**config.mk**
```make
export PLATFORM = sky130hd
export DESIGN_NAME = mtx_hop_scheduler
export DESIGN_NICKNAME = d
export VERILOG_FILES = /design/src/rtl/mtx_hop_scheduler.sv
export SDC_FILE = /design/constraint.sdc
export NUM_CORES = 1
export LEC_CHECK = 0
export CAP_MARGIN = 10
export CORE_MARGIN = 8
export CORE_UTILIZATION = 50
export CTS_CLUSTER_SIZE = 25
export DETAILED_ROUTE_END_ITERATION = 16
export HOLD_SLACK_MARGIN = 0.05
export PLACE_DENSITY = 0.72
export SETUP_SLACK_MARGIN = 0.02
export SYNTH_ARGS = -nofsm -noshare
export SYNTH_HDL_FRONTEND = slang
export SYNTH_SLANG_ARGS = --single-unit
```
**constraint.sdc**
```tcl
create_clock -name clk -period 8.9 [get_ports clk]
set_input_delay 1.78 -clock clk [delete_from_list [all_inputs] [get_ports clk]]
set_output_delay 1.78 -clock clk [all_outputs]
set_load 0.01 [all_outputs]
```
**src/rtl/mtx_hop_scheduler.sv**
```systemverilog
// Frequency-hop sequencer for the multi-tone generator: hop table, srst/valid control.
// Optional MTX_HOP_SCHED_LFSR_EN selects pseudo-random hop order instead of sequential.
module mtx_hop_scheduler #(
  parameter int PHASE_WIDTH   = 24,
  parameter int NHOP_MAX_LOG2 = 4,
  parameter int GAP_WIDTH     = 16
) (
  input  logic                     clk,
  input  logic                     reset,
  input  logic                     cfg_we,
  input  logic [NHOP_MAX_LOG2-1:0] cfg_addr,
  input  logic [PHASE_WIDTH-1:0]   cfg_data,
  input  logic [NHOP_MAX_LOG2:0]   nhops,
  input  logic [GAP_WIDTH-1:0]     gap_cycles,
  input  logic                     continuous,
  input  logic                     start,
  input  logic                     stop,
  input  logic                     gen_hop_done,
  input  logic                     gen_phase_tready,
  output logic                     gen_srst,
  output logic                     gen_phase_tvalid,
  output logic                     gen_phase_tlast,
  output logic [PHASE_WIDTH-1:0]   hop_phase_inc,
  output logic [NHOP_MAX_LOG2-1:0] hop_idx,
  output logic                     busy,
  output logic                     frame_done
);

  localparam int DEPTH = 1 << NHOP_MAX_LOG2;
  localparam logic [NHOP_MAX_LOG2:0] DEPTH_N = {1'b1, {NHOP_MAX_LOG2{1'b0}}};

  typedef enum logic [1:0] {IDLE, LOAD, RUN, GAP} state_t;

  state_t state, state_nx;

  logic [PHASE_WIDTH-1:0]   hop_tab [DEPTH];
  logic [NHOP_MAX_LOG2:0]   nhops_q, cnt;
  logic [GAP_WIDTH-1:0]     gap_q, gap_cnt;
  logic [NHOP_MAX_LOG2-1:0] idx_nx;
  logic                     last, start_ok, hop_adv, hop_end;
  logic                     unused_ready;

  // The generator applies its own backpressure; tvalid never waits on tready.
  assign unused_ready = gen_phase_tready;

  assign last     = (cnt == nhops_q - 1'b1);
  assign start_ok = start && (nhops != '0) && (nhops <= DEPTH_N);
  assign busy     = (state != IDLE);

  always_ff @(posedge clk) begin
    if (cfg_we) hop_tab[cfg_addr] <= cfg_data;
  end

  always_ff @(posedge clk) begin
    if (reset) state <= IDLE;
    else       state <= state_nx;
  end

  always_comb begin
    state_nx         = state;
    gen_srst         = 1'b1;
    gen_phase_tvalid = 1'b0;
    gen_phase_tlast  = 1'b0;
    hop_adv          = 1'b0;
    hop_end          = 1'b0;
    unique case (state)
      IDLE: if (start_ok) state_nx = LOAD;
      LOAD: state_nx = RUN;
      RUN: begin
        gen_srst         = 1'b0;
        gen_phase_tvalid = 1'b1;
        gen_phase_tlast  = last;
        if (gen_hop_done) begin
          if (last) begin
            hop_end  = 1'b1;
            state_nx = continuous ? LOAD : IDLE;
          end else begin
            hop_adv  = 1'b1;
            state_nx = (gap_q != '0) ? GAP : LOAD;
          end
        end
      end
      GAP: if (gap_cnt == gap_q - 1'b1) state_nx = LOAD;
      default: state_nx = IDLE;
    endcase
    // Abort beats a same-cycle hop completion.
    if (stop && state != IDLE) begin
      state_nx = IDLE;
      hop_adv  = 1'b0;
      hop_end  = 1'b0;
    end
  end

`ifdef MTX_HOP_SCHED_LFSR_EN
  localparam logic [15:0] SEED = 16'hACE1;
  logic [15:0]              lfsr;
  logic [NHOP_MAX_LOG2-1:0] rnd;
  logic [NHOP_MAX_LOG2-1:0] nh_lo;

  assign nh_lo = nhops_q[NHOP_MAX_LOG2-1:0];

  always_comb begin
    rnd = lfsr[NHOP_MAX_LOG2-1:0];
    if ({1'b0, rnd} >= nhops_q) rnd = rnd - nh_lo;
    if ({1'b0, rnd} >= nhops_q) rnd = rnd - nh_lo;
  end

  assign idx_nx = rnd;

  always_ff @(posedge clk) begin
    if (reset)
      lfsr <= SEED;
    else if (state == IDLE && start_ok)
      lfsr <= SEED;
    else if (hop_adv || hop_end)
      lfsr <= {lfsr[14:0], lfsr[15] ^ lfsr[13] ^ lfsr[12] ^ lfsr[10]};
  end
`else
  assign idx_nx = hop_idx + 1'b1;
`endif

  always_ff @(posedge clk) begin
    if (reset) begin
      nhops_q       <= '0;
      gap_q         <= '0;
      cnt           <= '0;
      gap_cnt       <= '0;
      hop_idx       <= '0;
      hop_phase_inc <= '0;
      frame_done    <= 1'b0;
    end else begin
      frame_done <= hop_end;
      gap_cnt    <= (state == GAP) ? gap_cnt + 1'b1 : '0;
      if (state == IDLE && start_ok) begin
        nhops_q <= nhops;
        gap_q   <= gap_cycles;
        hop_idx <= '0;
        cnt     <= '0;
      end
      if (state == LOAD) hop_phase_inc <= hop_tab[hop_idx];
      if (hop_adv) begin
        hop_idx <= idx_nx;
        cnt     <= cnt + 1'b1;
      end
      if (hop_end) begin
        hop_idx <= '0;
        cnt     <= '0;
      end
    end
  end

endmodule

```
Yosys cells after proc, flatten, opt, wreduce, memory -nomap -nowiden

Memories as Yosys holds them, arrays and structs flattened. A register that Yosys moved wholly into a read port is not among the register bits.
Cells that the tools add are included.

Add/sub/neg operators: 5
Order comparisons: 1
Equal/unequal tests: 8
Mux-type cells: 24
Bitwise gates (word level): 1
Reductions and logical operators: 13

Operators with widths:

| kind                  | number |
|---|---|
| $add 16x1->16 const B | 1 |
| $eq 16x16->1          | 1 |
| $reduce_bool 16->1    | 1 |
| $sub 16x1->16 const B | 1 |
| $mux 1                | 14 |
| $mux 2                | 5 |
| $mux 5                | 2 |
| $mux 4                | 2 |
| $pmux 2 s4            | 1 |
| $ne 2x2->1 const B    | 3 |
| $reduce_or 2->1       | 3 |
| $add 5x1->5 const B   | 1 |
| $eq 5x5->1            | 1 |
| $le 5x5->1 const B    | 1 |
| $reduce_bool 5->1     | 1 |
| $sub 5x1->5 const B   | 1 |
| $add 4x1->4 const B   | 1 |
| $eq 2x2->1 const B    | 2 |
| $logic_and 1x1->1     | 4 |
| $reduce_bool 2->1     | 2 |
| $reduce_and 3->1      | 1 |
| $eq 2x1->1 const B    | 1 |
| $logic_not 2->1       | 1 |
| $not 1->1             | 1 |

Flip-flop bits (word level): 49
RAM bits: 384
Input port bits: 57
Word-level logic and storage cells: 60
Memories: 1

Memory list:

| memory  | words | width | read ports | clocked after memory_dff | wr ports | RTL line | text |
|---|---|---|---|---|---|---|---|
| hop_tab | 16    | 24    | 1          | 1                        | 1        | 36       | `logic [PHASE_WIDTH-1:0] hop_tab [DEPTH];` |

Logic depth before layout (Yosys ltp)

Depth in word-level cells: 7
Depth in mapped cells: 10
Gate-level depth less buffers: 9

Worst setup path after synthesis

Ideal clock, no wire load.

Path kind: input to register
From: input cfg_addr[2]
To: memory hop_tab[0][0], enable pin
Library setup time: 0.435 ns
Arrival time: 3.962 ns
Required time: 8.465 ns
Setup slack: 4.503 ns
Stages on the path: 2
Buffers on the path: 0
Cell sequence: or3b_2 > nor3_1

RTL lines:

| element         | RTL line | text |
|---|---|---|
| start, declared | 11       | `input logic [NHOP_MAX_LOG2-1:0] cfg_addr,` |
| end, declared   | 36       |  |

No word-level cell before the write port.

Final worst setup path

From: register nhops_q[0]
To: output gen_phase_tlast

Cells in the longest elaborated chain, start to end: 3

RTL lines:

| element                | RTL line | text |
|---|---|---|
| start, declared        | 37       | `logic [NHOP_MAX_LOG2:0] nhops_q, cnt;` |
| start signal, assigned | 135      | `nhops_q <= nhops;` |
| $sub 5x1->5            | 46       | `assign last = (cnt == nhops_q - 1'b1);` |
| $eq 5x5->1             | 46       |  |
| $mux 1                 | 66       | `unique case (state)` |
| end, declared          | 22       | `output logic gen_phase_tlast,` |

Every way passes these cells.

==> results.json <==
{
  "fill_cells": 2583,
  "place_inst": 1485,
  "reg2reg_depth": 5,
  "drv_cap": 0,
  "finalSetupViolCount": 0,
  "drive_gt1_frac": 0.210,
  "synth_area_um2": 18000,
  "outcome": "complete, no violations",
  "fp.dieH_um": 206,
  "max-slew-margin-rel": 0.198,
  "gp_congestion": 0.833,
  "worst-path-max-fanout": 4,
  "postCtsSetupRepairBufs": 0,
  "postRouteAntennaNets": 0,
  "drt-pass1-iter-count": 4,
  "hold_violations": 0,
  "syn2layout_area_growth_pct": 16.4,
  "ys_warn_count": 0,
  "cts_buffer_depth": 3,
  "cp.arrival_ns": 2.53,
  "io_pins": 90,
  "grt_overflow": 0,
  "synth_cells": 973,
  "final_cell_area_um2": 20900,
  "rows": 69,
  "routedWlPerCell_um": 23.8,
  "synth-seq-area-share": 0.723,
  "hold_class": "register to register",
  "dieArea_um2": 42300,
  "hpwl_mm": 19.8,
  "final_cells": 1571,
  "cp.required_ns": 7.12,
  "synth_edf_count": 384,
  "fin_hold_ws_ns": 0.478,
  "grt_antenna_before_repair": 1,
  "timing.rr.start": "hop_idx[0]",
  "rsz0062_at_grt": "false",
  "post-place-ws_ns": 4.68,
  "portBuffers": 88,
  "worstMarginPinSlew_ns": 1.20,
  "r2r_setup_slack_ns": 5.99,
  "avgSynthCellArea_um2": 18.5,
  "power_density_nw_per_um2": 218,
  "multi_input_area_um2": 4860,
  "setup_ws_ns": 4.59,
  "synth_seq_cells": 457,
  "core_um2": 35500,
  "fin_crit_sh": 0.484,
  "drc": 0,
  "post-route-min-period_ns": 4.31,
  "worstHoldEndpoint": "gap_cnt[0]",
  "synth_nets": 1039,
  "via_count": 9168,
  "placed_cell_area_um2": 19400,
  "grt_usage": 0.179,
  "die_w_um": 206,
  "viasPerCell": 5.84,
  "grt_pass1_vias": 9434,
  "hold_depth": 1,
  "r2r_end": "hop_phase_inc[4]",
  "synthDistinctLibCells": 46,
  "clock_sinks": 457,
  "async_flop_share": 0,
  "hold_buffers": 0,
  "grt_pass1_wl_mm": 56.9,
  "numCtsBuffers": 46,
  "startpoint_type": "register",
  "nets": 1138,
  "final-seq-area_um2": 13000,
  "grt_start_max_net_pins": 73,
  "clock_skew_ns": 0.0175,
  "setup_tns_ns": 0,
  "clk_pin_slew_ns": 0.06,
  "cts_max_level": 2,
  "worstSkewPairLatency_ns": 0.56,
  "tritoncts": "done",
  "endpoint_kind": "primary output",
  "clockRootBuffer": "clkbuf_16",
  "fmax_ghz": 0.232,
  "synth-main-ff-cell": "edfxtp_1",
  "drt-initial-drc-count": 770,
  "peakVddDrop_mv": 0.181,
  "leakagePower_nw": 6.44,
  "min-delay-start": "gap_cnt[0]",
  "start_util": 0.507,
  "crit_type": "register to primary output",
  "cts_resized": 0,
  "drt-total-wl_mm": 37.3,
  "slew_viol_final": 0
}
## per-layer routing
layer,up-vias,GRT usage,share of wire
li1,4086,-,-
met1,4685,0.250,0.43
met2,326,0.279,0.47
met3,71,0.0403,0.076
met4,0,0.0559,0.024
met5,-,0,0
## final cells by class
class | instances | area share
diodes | 1 | 0.000120
clock buffers | 61 | 0.0607
clock inverters | 24 | 0.00975
inverters | 13 | 0.00233
multi-input cells | 456 | 0.232
flip-flops and latches | 457 | 0.622
well taps | 461 | 0.0276
repair buffers | 98 | 0.0455
## cells in the final DEF (no fill, tap or decap), types with 11 or more instances in the layout
cell type / synthesis / routed
xor2_1: 17 / 17
clkinv_2: 0 / 11
dfxtp_1: 73 / 69
nor2_4: 0 / 12
a21oi_1: 31 / 31
mux2i_1: 29 / 29
nor2_1: 62 / 50
xnor2_1: 23 / 23
clkdlybuf4s50_1: 0 / 87
nand3_1: 20 / 20
edfxtp_1: 384 / 384
nand2_1: 62 / 62
mux4_2: 120 / 120
clkbuf_16: 0 / 47
inv_1: 13 / 13
## where the power goes
| group | internal (mW) | leakage, nW | switching, mW |
|---|---|---|---|
| Clock | 1.07 | 0.717 | 0.801 |
| Combinational | 0.133 | 1.66 | 0.158 |
| Sequential | 2.38 | 4.06 | 0.0287 |
| Total | 3.58 | 6.44 | 0.988 |
## through the flow
stage	utilization	total power, mW
CTS	0.589	4.60
finish	0.589	4.57
detailed placement	0.548	2.75
floorplan	-	2.61
global placement	0.548	2.73
global route	0.589	4.72
## cells by family (layout without fill, tap and decap cells)
logic type / Yosys count / in the layout / share of synthesized area
AND/OR/NAND/NOR: 197 / 197 / 0.0516
XOR/XNOR: 40 / 40 / 0.0195
other: 0 / 1 / 0
buffers and inverters: 60 / 196 / 0.0130
multiplexers: 149 / 149 / 0.166
AO/OA/AOI/OAI: 61 / 61 / 0.0203
flip-flops: 457 / 457 / 0.723
adder cells (fa/ha/maj): 9 / 9 / 0.00626
## state kept, by name, summed over array words and instances, names as in the netlist
name           cells
cnt                5
frame_done         1
gap_cnt           16
gap_q             16
hop_idx            4
hop_phase_inc     24
hop_tab          384
nhops_q            5
state              2
## Yosys cell counts (2+ instances only)
cell	number	area [µm²]
and3b_1	2	17.5
o21ai_0	10	50.1
xnor2_1	23	201
edfxtp_1	384	11500
buf_2	7	35.0
nor4_1	3	18.8
nor3_1	14	70.1
nor4b_1	3	26.3
nand3_1	20	100
and3_1	4	25.0
nand2b_1	6	37.5
a21oi_1	31	155
mux4_2	120	2700
nand2_1	62	233
or3_1	3	18.8
inv_1	13	48.8
a31oi_1	4	25.0
nor2_1	62	233
a31o_2	2	17.5
and4_1	2	17.5
nand3b_1	6	45.0
dfxtp_1	73	1460
o211ai_1	2	15.0
buf_1	8	30.0
clkbuf_1	32	120
mux2i_1	29	290
nand4_1	5	31.3
xor2_1	17	149
ha_1	9	113
## worst max-delay path, cell delays in order (launching register included)
cell and delay [ns]:
dfxtp_1 0.35, inv_1 0.07, ha_1 0.18, nor4b_1 0.23, a31o_2 0.16, and4_1 0.26, nand2_1 0.09, inv_1 0.10
clkdlybuf4s50_1 0.55
## how the worst max path moves through the flow
stage | start | slack [ns] | to
after floorplan | cfg_addr[2] | 4.50 | hop_tab[0][0]
after global placement | nhops[0] | 4.72 | hop_idx[2]
after detailed placement | cfg_addr[3] | 4.68 | hop_tab[4][7]
after CTS | nhops_q[0] | 4.56 | gen_phase_tlast
after global routing | nhops_q[0] | 4.43 | gen_phase_tlast
final | nhops_q[0] | 4.59 | gen_phase_tlast
Note: power is estimated with default switching activity, not from simulation.
